==> src/rtl/xor_frame_accum.sv <==
// Streaming XOR reduction: folds a frame of words into one XOR word, parity and beat count.
// Optional macro XOR_CHECK_EN adds an expected-XOR compare (in_check / out_match).
module xor_frame_accum #(
  parameter int WIDTH     = 8,
  parameter int MAX_BEATS = 16,
  localparam int BW       = $clog2(MAX_BEATS + 1)
) (
  input  logic             clk,
  input  logic             rst,
  input  logic             in_valid,
  output logic             in_ready,
  input  logic [WIDTH-1:0] in_data,
  input  logic             in_last,
`ifdef XOR_CHECK_EN
  input  logic [WIDTH-1:0] in_check,
  output logic             out_match,
`endif
  output logic             out_valid,
  input  logic             out_ready,
  output logic [WIDTH-1:0] out_xor,
  output logic             out_parity,
  output logic [BW-1:0]    out_beats,
  output logic             out_overflow
);

  typedef enum logic [1:0] {
    S_IDLE,
    S_ACCUM,
    S_HOLD
  } state_e;

  state_e           state_q, state_d;
  logic [WIDTH-1:0] acc_q, acc_d, acc_n;
  logic [BW-1:0]    cnt_q, cnt_d, cnt_n;
  logic [WIDTH-1:0] xor_q, xor_d;
  logic             par_q, par_d;
  logic [BW-1:0]    beats_q, beats_d;
  logic             ovf_q, ovf_d;
  logic             take, close;
`ifdef XOR_CHECK_EN
  logic             match_q, match_d;
`endif

  assign in_ready = (state_q != S_HOLD);
  assign take     = in_valid && in_ready;

  // First beat of a frame replaces the accumulator instead of folding into it
  always_comb begin
    if (state_q == S_IDLE) begin
      acc_n = in_data;
      cnt_n = BW'(1);
    end else begin
      acc_n = acc_q ^ in_data;
      cnt_n = cnt_q + BW'(1);
    end
  end

  assign close = take && (in_last || cnt_n == BW'(MAX_BEATS));

  always_comb begin
    state_d = state_q;
    acc_d   = acc_q;
    cnt_d   = cnt_q;
    xor_d   = xor_q;
    par_d   = par_q;
    beats_d = beats_q;
    ovf_d   = ovf_q;
`ifdef XOR_CHECK_EN
    match_d = match_q;
`endif
    unique case (state_q)
      S_IDLE, S_ACCUM: begin
        if (take) begin
          acc_d   = acc_n;
          cnt_d   = cnt_n;
          state_d = S_ACCUM;
        end
        if (close) begin
          state_d = S_HOLD;
          xor_d   = acc_n;
          par_d   = ^acc_n;
          beats_d = cnt_n;
          ovf_d   = !in_last;
`ifdef XOR_CHECK_EN
          match_d = in_last && (acc_n == in_check);
`endif
        end
      end
      S_HOLD: begin
        if (out_ready) state_d = S_IDLE;
      end
      default: state_d = S_IDLE;
    endcase
  end

  always_ff @(posedge clk) begin
    if (rst) begin
      state_q <= S_IDLE;
      acc_q   <= '0;
      cnt_q   <= '0;
      xor_q   <= '0;
      par_q   <= 1'b0;
      beats_q <= '0;
      ovf_q   <= 1'b0;
`ifdef XOR_CHECK_EN
      match_q <= 1'b0;
`endif
    end else begin
      state_q <= state_d;
      acc_q   <= acc_d;
      cnt_q   <= cnt_d;
      xor_q   <= xor_d;
      par_q   <= par_d;
      beats_q <= beats_d;
      ovf_q   <= ovf_d;
`ifdef XOR_CHECK_EN
      match_q <= match_d;
`endif
    end
  end

  assign out_valid    = (state_q == S_HOLD);
  assign out_xor      = xor_q;
  assign out_parity   = par_q;
  assign out_beats    = beats_q;
  assign out_overflow = ovf_q;
`ifdef XOR_CHECK_EN
  assign out_match    = match_q;
`endif

endmodule

==> config.mk <==
export PLATFORM = sky130hd
export DESIGN_NAME = xor_frame_accum
export DESIGN_NICKNAME = d
export VERILOG_FILES = /design/src/rtl/xor_frame_accum.sv
export SDC_FILE = /design/constraint.sdc
export NUM_CORES = 1
export LEC_CHECK = 0
export BUFFER_PORTS_ARGS = -buffer_cell sky130_fd_sc_hd__buf_4
export CAP_MARGIN = 20
export CORE_MARGIN = 2
export CORE_UTILIZATION = 54
export CTS_CLUSTER_SIZE = 25
export DETAILED_ROUTE_END_ITERATION = 10
export GPL_TIMING_DRIVEN = 1
export PLACE_DENSITY = 0.86
export SLEW_MARGIN = 20
export SYNTH_ARGS = -nofsm -noshare
export SYNTH_HDL_FRONTEND = slang
export SYNTH_SLANG_ARGS = --single-unit
export TNS_END_PERCENT = 50
==> constraint.sdc <==
create_clock -name clk -period 3.1 [get_ports clk]
set_clock_uncertainty 0.15 [all_clocks]
set_input_delay 0 -clock clk [delete_from_list [all_inputs] [get_ports clk]]
set_output_delay 0 -clock clk [all_outputs]
set_load 0.01 [all_outputs]
==> results.toml, run 1 <==
[cells_and_area]
drive_gt1_share_pct = 22.08
fill_cells = 209
layoutNonFillerInstCount = 262
fin_util_pct = 73.46
area_growth_syn_to_layout_pct = 29.33
diodes = 0
nNetsFinal = 244

[floorplanning]
initial_utilization_pct = 56.80
core-area_um2 = 2734
die_h_um = 57.63
io_pins = 30
die_area_um2 = 3321
row_count = 19
die_w_um = 57.63

[synth]
yosysTopAreaCell = "dfxtp_1"
synth_area_um2 = 1553
yosysTopAreaCellShare_pct = 38.68
synth_warnings = 0
synth.yosys.seq_area_share_pct = 38.68
synth_area_leaders = "dfxtp_1, xnor2_1, xor2_1"
synth.distinct_cells = 29
syn_avg_cell_area_um2 = 8.393
synth_seq_cells = 30
synth_nets = 199
syn_inst = 185

[sta]
min_period_over_period_pct = 90.91
slew_violations = 0
setup_viol = 0
hold_viol = 0
tightest_slew_ns = 0.8184
relSlewSlack_pct = 45.33
fin_crit_ns = 2.818
timing.final.ws_setup_ns = 0.2819
timing.fmax_mhz = 354.9
setup_tns_ns = 0
rsz0062_at_grt = "false"

[cts]
cts_tree = "done"
clk_pin_slew_ns = 0.10
cts_buffer_depth = 2
clk_latency_ns = 0.34
cts-root-buf = "clkbuf_4"
cts_buffers = 5
post-cts-setup-buffers = 0
cts_max_level = 2
numClockSinks = 30

[global_routing]
grt.total_usage_pct = 23.81
antenna_found_initial = 0
grt_start_max_net_pins = 31
grt_pass1_wl_mm = 5.982
grt-ovfl-total = 0
first_global_vias = 1300

[place]
place_ws_ns = 0.7293
port_buffers = 29
dp.cells = 236
dpl.hpwl_mm = 2.084
place_congestion = 0.7904

[pwr]
ir_worst_vdd_v = 0.0004212
power_density_nw_per_um2 = 447.0
p_leak_uw = 0.0007776

[detailed_routing]
routed_wl_mm = 3.647
ant_nets = 0
viasPerCell = 5.553
drt_first_pass_iters = 5
post_drt_wl_per_cell_um = 13.92
drt_iter0_drc = 43
drc = 0
vias = 1455

[critical_path]
worstPathRequired_ns = 3.24
crit_type = "flip-flop to flip-flop"
crit_path_end_kind = "flip-flop"
start_kind = "flip-flop"
cp_max_fo = 13
cp.arrival_ns = 2.96

[hold_path]
hp-class = "flip-flop to flip-flop"

[outcome]
status = "completed"

[flow_run]
maxCapViolCount = 0
-- power breakdown --
part	internal (uW)	leakage [uW]	switching, uW
combinational	107	0.000498	113
clock	109	0.0000343	141
sequential	408	0.000246	20.9
-- metrics by stage --
| stage | total power (uW) | instance area (um^2) | hold WS [ns] |
|---|---|---|---|
| 6_report | 897.7 | 2008 | 0.3252 |
| 5_1_grt | 951.5 | 2008 | 0.3531 |
| 4_1_cts | 898.5 | 2002 | 0.3239 |
| 3_5_place_dp | 631.7 | 1768 | 0.07753 |
| 3_3_place_gp | 627.8 | 1768 | 0.06648 |
| 2_1_floorplan | 575.0 | 1553 | -0.05576 |
-- repair_timing --
item | CTS | global route
endpoints found under the setup margin | 0 | 1
gates resized for setup | 0 | 0
endpoints found under the hold margin | 30 | 0
hold buffers | 17 | 0
-- registers in the layout (all words and copies together), names as in the netlist --
signal,flops
out_beats,5
out_overflow,1
out_parity,1
acc_q,8
out_xor,8
state_q,2
cnt_q,5
-- path summary, 6_finish.rpt --
path              slack (ns)  startpoint      endpoint  depth (start not counted)
setup / recovery        0.28    cnt_q[0]  out_overflow                          8
hold / removal          0.33    cnt_q[4]      cnt_q[4]                          2
setup reg to reg        0.28    cnt_q[0]  out_overflow                          8
hold reg to reg         0.33    cnt_q[4]      cnt_q[4]                          2
-- kinds of logic (layout without fill, tap and decap cells) --
logic type | Yosys count | after routing | synth area share [%]
multiplexers | 3 | 3 | 2.176
AO/OA/AOI/OAI | 51 | 51 | 22.48
buffers and inverters | 12 | 57 | 3.626
adder cells (fa/ha/maj) | 1 | 1 | 0.8057
AND/OR/NAND/NOR | 62 | 63 | 17.57
XOR/XNOR | 26 | 26 | 14.67
flip-flops | 30 | 30 | 38.68
-- layout by cell type, fill, tap and decap left out, drive strengths merged --
| cell | instances |
|---|---|
| a21oi | 7 |
| or2 | 1 |
| mux2i | 3 |
| inv | 2 |
| clkbuf | 6 |
| a311oi | 1 |
| dlygate4sd3 | 17 |
| xnor2 | 14 |
| o21ai | 21 |
| nor2 | 30 |
| a31oi | 1 |
| xor2 | 12 |
| nor3 | 1 |
| clkinv | 1 |
| nand2b | 2 |
| a22oi | 9 |
| buf | 30 |
| dfxtp | 30 |
| nor4b | 1 |
| clkinvlp | 1 |
| ha | 1 |
| nand3 | 6 |
| nand2 | 21 |
| nor2b | 1 |
| a211oi | 11 |
| o21bai | 1 |
-- cell type report --
class,count,area (um^2),share of cell area (%)
multi-input combinational,144,902.1,44.92
clock buffer,6,51.30,2.555
clock inverter,2,12.51,0.6231
timing repair buffer,47,395.4,19.69
inverter,2,7.507,0.3738
sequential,30,600.6,29.91
tap,31,38.79,1.931
-- worst max-delay path, cell delays in order (launching register included) --
cell,delay (ns)
dfxtp_1,0.44
ha_1,0.27
nand3_1,0.16
mux2i_2,0.28
a31oi_2,0.24
nor2_4,0.38
nor2_2,0.05
a211oi_1,0.22
dlygate4sd3_1,0.57
-- routing by layer --
layer	vias to the layer above	wire length, um	global-route usage, %
li1	732	-	-
met1	666	1617	31.13
met2	51	1752	36.69
met3	6	230	8.036
met4	0	48	8.638
met5	-	0	0
-- synth_stat cells --
cell,count
mux2i_1,2
o21ai_0,20
nor3_1,1
o21ai_1,1
or2_2,1
nand3_1,6
a211oi_2,6
nor2_2,1
a31oi_2,1
xnor2_1,14
a21oi_1,7
a211oi_1,5
nand2_1,21
nor2_1,27
ha_1,1
dfxtp_1,30
nor2b_1,1
inv_1,2
nor4b_2,1
a22oi_1,9
o21bai_1,1
xor2_1,12
buf_4,1
a311oi_1,1
buf_6,1
mux2i_2,1
nand2b_1,2
clkbuf_1,8
nor2_4,1
Power figures use the tool's default switching activity.
==> inputs of run 2 (changes only) <==
- CTS_BUF_LIST: default -> sky130_fd_sc_hd__clkbuf_8
==> run 2 against run 1 <==
Against the previous run: die area unchanged; combinational power hardly changed; hold slack barely moved; core utilization rose by 1.5 points; sequential power hardly changed; non-clock buffer count grew 1; maximum frequency about the same; critical path type unchanged; highest routed layer unchanged.
==> results.toml, run 2 (same netlist as run 1, synthesis figures left out) <==
[cts]
cts-root-buf = "clkbuf_8"
numClockSinks = 30
cts_max_level = 2
cts_buffers = 5
clk_latency_ns = 0.30
cts_tree = "done"
clk_pin_slew_ns = 0.07
cts_resized = 0
cts_buffer_depth = 2

[critical_path]
cp_top_family = "simple AND/OR/NAND/NOR gates"
start_kind = "flip-flop"
rr_worst_depth = 8
cp_cell_sequence = "ha_1 -> nand3_1 -> mux2i_2 -> a31oi_2 -> nor2_4 -> nor2_2 -> a211oi_1 -> dlygate4sd3_1"
slowest_stage = "dlygate4sd3_1"
r2r_end = "out_overflow"
crit_path_end_kind = "flip-flop"
r2r_slack_ns = 0.28
cpPeakStageDelay_ns = 0.57
cp_max_fo = 13
crit_type = "flip-flop to flip-flop"
r2r_start = "cnt_q[0]"
cp.arrival_ns = 2.91
worstPathRequired_ns = 3.19
path_buf_inv = 1

[global_routing]
grt_start_max_net_pins = 31
first_global_vias = 1313
antenna_found_initial = 0
grt-ovfl-total = 0
grt_pass1_wl_mm = 5.920
grt.total_usage_pct = 24.04

[flow_run]
maxCapViolCount = 0

[detailed_routing]
ant_nets = 0
post_drt_wl_per_cell_um = 14.08
drc = 0
routed_wl_mm = 3.702
drt_first_pass_iters = 4
vias = 1471
viasPerCell = 5.593
drt_iter0_drc = 49

[cells_and_area]
fin_util_pct = 74.97
nNetsFinal = 245
area_growth_syn_to_layout_pct = 31.99
diodes = 0
drive_gt1_share_pct = 21.98
most-common-layout-cells = "dfxtp_1, buf_4, nor2_1, nand2_1, o21ai_0"

[place]
dpl.hpwl_mm = 2.084
port_buffers = 29
place_congestion = 0.7904

[floorplanning]
die_h_um = 57.63
initial_utilization_pct = 56.80
io_pins = 30
core-area_um2 = 2734
die_w_um = 57.63
die_area_um2 = 3321
row_count = 19

[pwr]
p_leak_uw = 0.0007968
power_density_nw_per_um2 = 480.2
total_power_uw = 984.1
ir_worst_vdd_v = 0.0004743

[hold_path]
hp-class = "flip-flop to flip-flop"
hold_path_depth = 2
whs_endpoint = "cnt_q[4]"
min_from = "cnt_q[4]"

[sta]
setup_viol = 0
timing.fmax_mhz = 354.7
min_period_over_period_pct = 90.94
tightest_slew_ns = 0.8289
hold_viol = 0
rsz0062_at_grt = "false"
fin_crit_ns = 2.819
relSlewSlack_pct = 44.62
slew_violations = 0
setup_tns_ns = 0

[outcome]
status = "completed"
[run 2: worst max path at each step]
stage | from | end | slack [ns] | cells after the start
final | cnt_q[0] | out_overflow | 0.28 | 8
after global routing | cnt_q[0] | out_overflow | 0.09 | 8
after CTS | cnt_q[0] | out_overflow | 0.24 | 8
after detailed placement | cnt_q[0] | out_beats[4] | 0.73 | 7
after global placement | cnt_q[0] | out_beats[4] | 0.84 | 7
after floorplan | cnt_q[0] | out_parity | 1.20 | 8
[run 2: routing by layer]
metal / GRT usage [%] / vias up / share of wire [%]
met2: 35.71 / 58 / 47
met4: 16.28 / 0 / 3.3
met5: 0 / - / 0
met3: 5.804 / 14 / 6.2
met1: 30.85 / 672 / 44
li1: - / 727 / -
[run 2: per-stage QoR]
step                      std cells  area (um^2)  worst slack [ns]  hold WS (ns)
after detailed placement        236         1768            0.7293       0.07753
final                           263         2049            0.2807        0.3248
after CTS                       262         2043            0.2385        0.3192
after global routing            263         2049           0.08898        0.3470
after global placement          236         1768            0.8403       0.06648
after floorplan                 185         1553             1.196      -0.05576
[run 2: report_power, final]
group / internal [uW] / total [uW] / switching [uW]
clock: 178 / 334 / 156
sequential: 408 / 429 / 21.2
combinational: 108 / 221 / 113
total: 694 / 984 / 290
[run 2: repair_timing]
item                                    4_1_cts  5_1_grt
endpoints found under the setup margin        0        1
hold endpoints to repair                     30        0
hold buffers                                 18        0
setup buffers                                 0        0
[run 2: layout make-up]
class	instances	area, um^2
clock inverter	2	12.51
sequential	30	600.6
timing repair buffer	48	405.4
clock buffer	6	82.58
inverter	2	7.507
multi-input combinational	144	902.1
fill	201	684.4
tap	31	38.79
[run 2: worst reg2reg max path, cell delays in order (launching register included)]
cell and delay [ns]:
dfxtp_1 0.44, ha_1 0.27, nand3_1 0.15, mux2i_2 0.29
a31oi_2 0.24, nor2_4 0.38, nor2_2 0.06, a211oi_1 0.22
dlygate4sd3_1 0.57
==> inputs of run 3 (changes only) <==
- CORE_ASPECT_RATIO: default -> 1.25
- clock period: 3.1 -> 3.25 ns (I/O delays scaled with it)
==> run 3 against run 2 <==
Against the previous run: setup slack gained 0.069 ns; cell count shrank 1.1%; first-iteration DRC count shrank 8.2%; critical path type unchanged; largest cell class unchanged; via count shrank 1.4%; die area is essentially flat; flip-flop and latch count is the same.
==> results.toml, run 3 (same netlist as run 1, synthesis figures left out) <==
[critical_path]
rr_worst_depth = 8
crit_path_end_kind = "flip-flop"
start_kind = "flip-flop"
crit_type = "flip-flop to flip-flop"
r2r_end = "out_overflow"
critPathCapture = "out_overflow"
setup.worst_path.start = "cnt_q[0]"
cp.arrival_ns = 2.98
cp_max_fo = 25
worstPathRequired_ns = 3.33
r2r_start = "cnt_q[0]"
r2r_slack_ns = 0.35

[global_routing]
first_global_vias = 1452
antenna_found_initial = 0
grt_pass1_wl_mm = 6.410
grt.total_usage_pct = 25.96
grt_start_max_net_pins = 31
grt-ovfl-total = 0

[sta]
rsz0062_at_grt = "false"
fin_crit_ns = 2.900
hold_viol = 0
setup_viol = 0
timing.fmax_mhz = 344.8
setup_tns_ns = 0
min_period_over_period_pct = 89.24
relSlewSlack_pct = 44.60
slew_violations = 0
tightest_slew_ns = 0.8294

[cts]
cts_buffers = 5
cts_buffer_depth = 2
post-cts-setup-buffers = 0
clk_latency_ns = 0.28
clk_pin_slew_ns = 0.07
cts-root-buf = "clkbuf_8"
cts_max_level = 2
numClockSinks = 30
cts_tree = "done"

[cells_and_area]
most-common-layout-cells = "dfxtp_1, buf_4, nor2_1, nand2_1, o21ai_0"
nNetsFinal = 239
diodes = 0
layoutNonFillerInstCount = 260
fill_cells = 196
area_growth_syn_to_layout_pct = 28.61
drive_gt1_share_pct = 22.12
seq_area_um2 = 600.6
multiInputGateArea_um2 = 895.9
fin_util_pct = 73.79

[pwr]
p_leak_uw = 0.0007638
ir_worst_vdd_v = 0.0003015
switchingPower_uw = 262.5
power_density_nw_per_um2 = 460.2
p_seq_share_pct = 44.6
internal-power_uw = 656.5
clock_power_share_pct = 33.5
netSwitchingFraction_pct = 28.56
p_comb_share_pct = 22.0

[floorplanning]
core-area_um2 = 2706
row_count = 21
initial_utilization_pct = 57.37
die_w_um = 51.96
io_pins = 30
die_h_um = 63.96
die_area_um2 = 3323

[detailed_routing]
drt_iter0_drc = 45
routed_wl_mm = 3.581
post_drt_wl_per_cell_um = 13.77
viasPerCell = 5.581
drt_first_pass_iters = 4
drc = 0
vias = 1451
ant_nets = 0

[hold_path]
hold_path_depth = 2
hp-class = "flip-flop to flip-flop"

[place]
port_buffers = 29
dpl.hpwl_mm = 2.248
dp.cells = 239
place_congestion = 0.8620

[outcome]
status = "completed"

[flow_run]
maxCapViolCount = 0
run 3: cell count changes in the layout (fill, tap and decap cells not counted), sizes merged:
cell,before,now
dlygate4sd3,18,13
nor2,30,29
run 3: final cells by class:
| class | instances | area share, % |
|---|---|---|
| multi-input cells | 143 | 44.86 |
| flip-flops and latches | 30 | 30.08 |
| repair buffers | 43 | 17.79 |
| clock buffers | 6 | 4.135 |
| well taps | 34 | 2.130 |
| clock inverters | 2 | 0.6266 |
| inverters | 2 | 0.3759 |
run 3: critical path: stages (launching register included):
cell and delay (ns):
dfxtp_1 0.35, ha_1 0.27, xor2_1 0.18, nor4b_2 0.28, a31oi_2 0.21, nor2_4 0.54
nor2_2 0.06, a211oi_1 0.21, dlygate4sd3_1 0.58
run 3: metal layers:
layer	track usage [%]	share of wire, %
met5	0	0
met4	13.82	2.4
met3	7.243	4.7
met2	42.25	52
met1	30.12	41
run 3: worst min path at each step:
| stage | slack (ns) | from | to |
|---|---|---|---|
| after global routing | 0.36 | cnt_q[1] | cnt_q[1] |
| after global placement | 0.07 | in_last | out_overflow |
| final | 0.32 | cnt_q[4] | cnt_q[4] |
| after CTS | 0.33 | cnt_q[4] | cnt_q[4] |
| after detailed placement | 0.07 | in_last | out_overflow |
| after floorplan | -0.06 | in_last | out_overflow |
run 3: timing repair:
| item | CTS | global route |
|---|---|---|
| hold buffers | 13 | 0 |
| hold endpoints to repair | 30 | 0 |
| gates resized for setup | 0 | 0 |
run 3: power groups by stage:
stage,Clock [uW],Sequential (uW),Combinational (uW)
after floorplan,0,419,130
after global placement,0,416,181
after detailed placement,0,417,186
after CTS,315,409,200
after global routing,335,413,225
final,307,410,202
run 3: per-stage QoR:
| step | setup slack [ns] | cell area (um^2) | hold WS, ns | total power (uW) |
|---|---|---|---|---|
| after floorplan | 1.346 | 1553 | -0.05576 | 548.5 |
| after global placement | 0.9972 | 1772 | 0.06856 | 596.5 |
| after detailed placement | 0.8496 | 1772 | 0.06829 | 603.7 |
| after CTS | 0.3803 | 1997 | 0.3266 | 924.5 |
| after global routing | 0.1116 | 1997 | 0.3591 | 972.9 |
| final | 0.3496 | 1997 | 0.3239 | 919.1 |
